==> src/rtl/cart_loader.sv <==
// Cartridge load sequencer: captures HPS download bytes into the cartridge ROM, sizes the image,
// decodes the bank-switch scheme, and (with CART_MIRROR_EN) mirrors short images up to FILL_TOP.
module cart_loader #(
  parameter int FILL_TOP = 4096
) (
  input  logic        clk,
  input  logic        reset,
  input  logic        ioctl_download,
  input  logic        ioctl_wr,
  input  logic [24:0] ioctl_addr,
  input  logic [7:0]  ioctl_dout,
  input  logic [31:0] ioctl_file_ext,
  input  logic [1:0]  sc_mode,
  input  logic [7:0]  mem_rdata,
  output logic        mem_we,
  output logic [15:0] mem_addr,
  output logic [7:0]  mem_wdata,
  output logic [16:0] rom_size,
  output logic [3:0]  force_bs,
  output logic        sc,
  output logic        busy,
  output logic        done
);

  typedef enum logic [2:0] {
    IDLE,
    LOAD,
`ifdef CART_MIRROR_EN
    FILL_RD,
    FILL_WR,
`endif
    DONE
  } state_t;

  localparam logic [16:0] TOP = 17'(FILL_TOP);

  state_t      state, state_n;
  logic        dl_d, rise, wr_ok;
  logic [16:0] wr_end, rom_size_n;
  logic [3:0]  bs_dec, force_bs_n;
  logic        sc_dec, sc_n, we_n, busy_n, done_n;
  logic [15:0] addr_n;
  logic [7:0]  wdata_q, wdata_n;
  logic [23:0] ext;

  assign rise   = ioctl_download & ~dl_d;
  assign wr_ok  = ioctl_wr && (ioctl_addr[24:16] == 9'd0);
  assign wr_end = {1'b0, ioctl_addr[15:0]} + 17'd1;

  // Extension is right-aligned: either ".XY" in the low three bytes or ".XY" followed by one more char.
  assign ext    = (ioctl_file_ext[23:16] == 8'h2E) ? ioctl_file_ext[23:0] : ioctl_file_ext[31:8];
  assign sc_dec = (sc_mode == 2'd0) ? (ioctl_file_ext[7:0] == "S") : sc_mode[1];

  always_comb begin
    bs_dec = 4'd0;
    case (ext)
      ".F8": bs_dec = 4'd1;
      ".F6": bs_dec = 4'd2;
      ".FE": bs_dec = 4'd3;
      ".E0": bs_dec = 4'd4;
      ".3F": bs_dec = 4'd5;
      ".F4": bs_dec = 4'd6;
      ".P2": bs_dec = 4'd7;
      ".FA": bs_dec = 4'd8;
      ".CV": bs_dec = 4'd9;
      ".UA": bs_dec = 4'd11;
      ".E7": bs_dec = 4'd12;
      ".F0": bs_dec = 4'd13;
      ".32": bs_dec = 4'd14;
      default: bs_dec = 4'd0;
    endcase
  end

`ifdef CART_MIRROR_EN
  logic [16:0] f, f_n, fill_src;
  // During a fill write the byte read in the previous cycle is forwarded straight to the ROM.
  assign mem_wdata = (state == FILL_WR) ? mem_rdata : wdata_q;
`else
  logic unused_rdata;
  assign unused_rdata = ^mem_rdata;
  assign mem_wdata    = wdata_q;
`endif

  always_comb begin
    state_n    = state;
    rom_size_n = rom_size;
    force_bs_n = force_bs;
    sc_n       = sc;
    we_n       = 1'b0;
    addr_n     = mem_addr;
    wdata_n    = wdata_q;
`ifdef CART_MIRROR_EN
    f_n        = f;
    fill_src   = f + 17'd1 - rom_size;
`endif
    if (rise) begin
      state_n    = LOAD;
      rom_size_n = 17'd0;
      force_bs_n = bs_dec;
      sc_n       = sc_dec;
    end else begin
      case (state)
        LOAD: begin
          // A write that coincides with the falling edge is committed first; LOAD ends next cycle.
          if (wr_ok) begin
            we_n    = 1'b1;
            addr_n  = ioctl_addr[15:0];
            wdata_n = ioctl_dout;
            if (wr_end > rom_size) rom_size_n = wr_end;
          end else if (!ioctl_download) begin
`ifdef CART_MIRROR_EN
            if (rom_size != 17'd0 && rom_size < TOP) begin
              state_n = FILL_RD;
              f_n     = rom_size;
              addr_n  = 16'd0;
            end else begin
              state_n = DONE;
            end
`else
            state_n = DONE;
`endif
          end
        end
`ifdef CART_MIRROR_EN
        FILL_RD: begin
          state_n = FILL_WR;
          we_n    = 1'b1;
          addr_n  = f[15:0];
        end
        FILL_WR: begin
          if (f == TOP - 17'd1) begin
            state_n = DONE;
          end else begin
            state_n = FILL_RD;
            f_n     = f + 17'd1;
            addr_n  = fill_src[15:0];
          end
        end
`endif
        DONE:    state_n = IDLE;
        default: state_n = state;
      endcase
    end
    done_n = (state_n == DONE);
    busy_n = (state_n != IDLE);
  end

  always_ff @(posedge clk or posedge reset) begin
    if (reset) begin
      state    <= IDLE;
      dl_d     <= 1'b0;
      rom_size <= 17'd0;
      force_bs <= 4'd0;
      sc       <= 1'b0;
      mem_we   <= 1'b0;
      mem_addr <= 16'd0;
      wdata_q  <= 8'd0;
      busy     <= 1'b0;
      done     <= 1'b0;
`ifdef CART_MIRROR_EN
      f        <= 17'd0;
`endif
    end else begin
      state    <= state_n;
      dl_d     <= ioctl_download;
      rom_size <= rom_size_n;
      force_bs <= force_bs_n;
      sc       <= sc_n;
      mem_we   <= we_n;
      mem_addr <= addr_n;
      wdata_q  <= wdata_n;
      busy     <= busy_n;
      done     <= done_n;
`ifdef CART_MIRROR_EN
      f        <= f_n;
`endif
    end
  end

endmodule
==> config.mk <==
export PLATFORM = sky130hd
export DESIGN_NAME = cart_loader
export DESIGN_NICKNAME = d
export VERILOG_FILES = /design/src/rtl/cart_loader.sv
export SDC_FILE = /design/constraint.sdc
export NUM_CORES = 1
export LEC_CHECK = 0
export ABC_AREA = 1
export CORE_ASPECT_RATIO = 1.25
export CORE_MARGIN = 1
export CORE_UTILIZATION = 28
export CTS_CLUSTER_SIZE = 20
export DETAILED_ROUTE_END_ITERATION = 16
export GPL_TIMING_DRIVEN = 0
export SETUP_SLACK_MARGIN = 0.05
export SYNTH_ARGS = -nofsm -noshare
export SYNTH_HDL_FRONTEND = slang
export SYNTH_SLANG_ARGS = --single-unit
==> constraint.sdc <==
create_clock -name clk -period 2.3 [get_ports clk]
set_clock_uncertainty 0.15 [all_clocks]
set_input_delay 0.69 -clock clk [delete_from_list [all_inputs] [get_ports clk]]
set_output_delay 0.69 -clock clk [all_outputs]
set_load 0.01 [all_outputs]
======== Word-level counts from Yosys, hierarchy flattened ========
Index checks and enable logic that the tools add are counted.
cells by class
  reductions and logical operators ........ 9
  eq/ne operators ......................... 18
  bitwise operators ....................... 3
  shift-type cells ........................ 0
  multiply operators ...................... 0
  multiplexer cells ....................... 14
  add/subtract/negate cells ............... 1
  div/mod/pow operators ................... 0
  magnitude comparators ................... 1
operator list
  operator                                                           count
  24-bit by 22-bit == test with 1-bit output, second input constant  13
  17-bit two-way mux                                                 4
  4-bit case mux with 13 select lines                                1
  24-bit two-way mux                                                 1
  16-bit by 1-bit adder with 17-bit output, second input constant    1
  17-bit greater-than comparator                                     1
  9-bit zero test                                                    1
  3-bit two-way mux                                                  3
  8-bit by 6-bit == test with 1-bit output, second input constant    1
  8-bit by 7-bit == test with 1-bit output, second input constant    1
  3-bit by 2-bit == test with 1-bit output, second input constant    2
  3-bit case mux with 2 select lines                                 1
  3-bit AND reduction                                                2
  2-bit nonzero test                                                 3
  1-bit two-way mux                                                  4
  3-bit by 1-bit == test with 1-bit output, second input constant    1
  3-bit nonzero test                                                 1
  2-bit zero test                                                    1
  1-bit NOT                                                          2
  1-bit bitwise AND                                                  1
  1-bit logical AND                                                  1
storage, ports and cells
  register bits after elaboration ......... 53
  memory bits (read-only) ................. 0
  memories kept ........................... 0
  bits in writable memories ............... 0
  output and inout bits ................... 49
  input port bits ......................... 79
  bits in latches ......................... 0
  word-level logic and storage cells ...... 56

======== Logic depth before layout (Yosys ltp) ========
  depth in word-level cells ............... 6
  mapped depth ............................ 21
  gate-level depth less buffers ........... 20

======== Least setup slack after synthesis ========
Ideal clock, no wire load.
  path kind ............................... input to register
  start point ............................. input ioctl_addr[0]
  end point ............................... register rom_size[2]
  library setup time ...................... 0.066 ns
  stages on the path ...................... 20
  path buffers ............................ 1
  arrival ................................. 3.213 ns
  slack ................................... -1.129 ns
  cells stage by stage .................... ha_1 nand3_1 nor3_1 nand2_1 nor2_1 inv_1 nor3_1 nand3_1 xor2_1 inv_1 ha_1 nand2_1 nor4_1 o21ai_0 nand3_1 nand2_2 nor2_4 buf_4 nand2_1 nand2_1
between the ends
  cells in the longest elaborated chain, start to end .. 5
  elaborated cells between the ends (all ways) .. 8
  classes of those cells .................. add/sub: 1; order compare: 1; mux: 4; reduce/logical: 2
RTL lines
  item                                                                    line  text
  start, declared                                                         10    input logic [24:0] ioctl_addr,
  16-bit by 1-bit adder with 17-bit output (*)                            48    assign wr_end = {1'b0, ioctl_addr[15:0]} + 17'd1;
  branches (longest 4 deep; another with 17-bit greater-than comparator)  --
  end signal, assigned                                                    166   rom_size <= rom_size_n;
  end, declared                                                           18    output logic [16:0] rom_size,
Every way passes the cells marked *. The select of a mux whose other input is x is not followed.
A chain may end at the register's enable or synchronous reset.

======== Worst setup path in the final report ========
  start point ............................. input ioctl_addr[8]
  end point ............................... register rom_size[16]
Same word-level chain as after synthesis.

==> metrics.md <==
| Metric | Value |
|---|---|
| Outcome | `complete, but fails checks` |
| Failing checks | `setup timing` |
| Post-layout net count | `862` |
| CP max FO | `5` |
| Leakage | `3.26 nW` |
| Share of cells above drive strength 1 | `29.5%` |
| Pin count of the biggest net entering global routing | `31` |
| CTS Buf Count | `5` |
| Worst IR drop on VDD | `0.260 mV` |
| CTS tree | `done` |
| Syn_nets | `~680` |
| Top-count cell post-synth | `nand2_1` |
| Row cnt | `48` |
| Pre-CTS setup slack | `-2.17 ns` |
| Die width | `108 um` |
| Cells after DPL | `880` |
| DRT Pass-1 Iters | `4` |
| Period utilization | `144%` |
| Crit path largest cell delay | `0.48 ns` |
| Maxcap violations | `0` |
| Worst Path Buf+Inv | `3` |
| Fin cells | `941` |
| #FFs+latches synth | `53` |
| Clk pin slew, worst setup/hold paths | `0.07 ns` |
| Drt wl/cell | `approximately 12 um` |
| Fmax | `301 MHz` |
| CTS max path bufs | `2` |
| Initial Utilization | `28.5%` |
| Dpl hpwl | `8400 um` |
| Yosys cell types | `34` |
| Chip Height | `134 um` |
| Initial DRC count | `approximately 150` |
| Hold Fails Final Rpt | `0` |
| Synth top area cells | `dfrtp_1, nand2_1, inv_1, nand3_1, nor2_1` |
| Area of the die | `14,500 um^2` |
| Pwr Density | `339 nW/um^2` |
| CP max-delay cell | `clkdlybuf4s50_1` |
| YS warnings | `0` |
| Critical Path Source Type | `input pin` |
| I/O Pins | `128` |
| GP Congestion | `0.848` |
| Final Setup Violations | `17` |
| Critical path endpoint category | `flip-flop` |
| Post-layout util | `47.9%` |
| Final WS setup | `-1.02 ns` |
| Slew headroom | `64.6%` |
| Synth Cell Area | `3920 um^2` |
| Hold Crit Class | `flip-flop to flip-flop` |
| Top FF cell, synth | `dfrtp_1` |
| Tot Pwr | `0.00224 W` |
| Final setup TNS | `-16.75 ns` |
| Worst skew pair latency | `0.30 ns` |
| Cell chain of the critical path | `clkdlybuf4s50_1, nand2_1, nor2_2, nand2_1, inv_1, nand4_1, xor2_1, ha_1, nand2_2, nor4_4, nand3b_1, nand3_2, nand2_4, nor2_4, buf_12, nand4_1, nand2_1` |
| Vias per std cell | `4.57` |
| Req. time, crit path | `2.39 ns` |
| Fillers | `1,326` |
| Core Area | `13,800 um^2` |
| Sequential cell area | `approximately 1300 um^2` |
| Fin crit period | `3.32 ns` |
| Area taken by multi-input logic gates | `2670 um^2` |
| Antenna violations before repair | `0` |
| Antenna viol nets, final | `0` |
| WS Path Type | `input pin to flip-flop` |
| DR vias | `4,304` |
| Top cell type's share of synthesized area | `between 30 and 40%` |
| Worst Tran Pin Value | `around 0.53 ns` |
| Root Driver | `clkbuf_16` |
| Most common library cells after synthesis | `nand2_1, inv_1, nor2_1` |
| Sink Count | `53` |
| CP arrival | `3.41 ns` |
| EDFF count, synth | `0` |
| # DRC | `0` |
| DR WL met3 | `a little over 500 um` |
| Slew Viols, Final | `0` |
| Global-route wire length before repair | `18,700 um` |
| Area Overhead vs Synth | `67.8%` |
| Ys async rst share | `100%` |
| Top layer used by detailed routing | `met4` |
| H-Tree Depth | `2` |
| Grt total ovfl | `0` |
| Port bufs | `119` |
| Antenna diode instance count | `0` |
| Largest area contributor in the netlist | `dfrtp_1` |
| CP top delay family | `simple AND/OR/NAND/NOR gates` |
| Synth Instances | `585` |
| Total GRT Usage | `16.1%` |
| Metal1 wirelength | `4810 um` |
| Routed wire length | `about 12,000 um` |
| Register area share after synthesis | `33.8%` |
| RSZ-0062 raised after global routing | `yes` |
| Mean Syn Cell Area | `6.71 um^2` |
| Met2 wire length | `between 6000 and 7000 um` |
| Vias in the first global route | `a little over 4,000` |
| CP most frequent cell | `nand2_1` |
[worst paths after layout]
| path | depth (start not counted) | to | start | slack [ns] |
|---|---|---|---|---|
| max reg2reg | 11 | rom_size[16] | rom_size[15] | 0.07 |
| max | 17 | rom_size[16] | ioctl_addr[8] | -1.02 |
| min reg2reg | 2 | force_bs[1] | force_bs[1] | 0.32 |
| min in group asynchronous | 2 | mem_wdata[1] | reset | 0.60 |
| min | 2 | force_bs[1] | force_bs[1] | 0.32 |
| max in group asynchronous | 3 | rom_size[3] | reset | 0.84 |
[layout make-up]
type,instances,area share [%]
timing repair buffer,172,25.7
inverter,90,5.32
tap,175,3.33
clock inverter,3,0.380
multi-input combinational,428,40.5
sequential,53,20.1
buffer,15,2.68
clock buffer,5,1.90
[per-layer routing]
metal | GRT usage [%] | up-vias
met1 | 18.6 | 1955
met4 | 6.24 | 0
li1 | - | 2190
met2 | 30.0 | 134
met5 | 0 | -
met3 | 1.75 | 25
[sequential cells by signal, indices dropped and copies added (netlist names)]
signal     count
busy           1
force_bs       4
mem_wdata      8
dl_d           1
rom_size      17
mem_we         1
sc             1
mem_addr      16
state          3
done           1
[cell families after synthesis]
| logic type | share of synthesized area (%) |
|---|---|
| buf+inv | 10.9 |
| flops | 33.8 |
| simple gates | 42.0 |
| fa+ha+maj | 5.74 |
| compound gates | 4.88 |
| xor+xnor | 2.68 |
[stage by stage]
step / instance area, um^2 / hold slack [ns]
finish: 6590 / 0.321
global route: 6590 / 0.348
CTS: 6160 / 0.328
detailed placement: 5390 / 0.309
global placement: 5370 / 0.304
floorplan: 3960 / 0.298
[where the power goes]
| group | internal [W] | leakage, nW | switching (W) |
|---|---|---|---|
| logic | 0.000247 | 2.46 | 0.000264 |
| registers | 0.000950 | 0.729 | 0.00000903 |
| clock network | 0.000410 | 0.0704 | 0.000355 |
| total | 0.00161 | 3.26 | 0.000629 |
[what timing repair did]
action / CTS / global route
pin swaps: 53 / 71
gates resized for setup: 158 / 104
gates cloned: 5 / 1
hold buffers: 0 / 0
setup buffers: 34 / 13
endpoints found under the setup margin: 46 / 41
[worst register-to-register path, delay by kind of cell (launching register included)]
family                   cells  cell delay [ns]
adder cells (fa/ha/maj)      1             0.28
buffers and inverters        2             0.21
flip-flops                   1             0.42
AND/OR/NAND/NOR              8             1.12
[placed cells by master, fill, tap and decap left out, types with 16 or more instances in the layout]
master | synthesis | final
nor2_2 | 8 | 17
inv_1 | 83 | 74
nor2_1 | 65 | 42
nand3_1 | 59 | 47
nor2_4 | 4 | 19
buf_6 | 3 | 21
nand2_2 | 10 | 43
ha_1 | 18 | 16
buf_4 | 3 | 39
clkdlybuf4s50_1 | 0 | 86
o21ai_0 | 21 | 18
nand2_1 | 185 | 139
dfrtp_1 | 53 | 53
(Power assumes the default switching activity.)
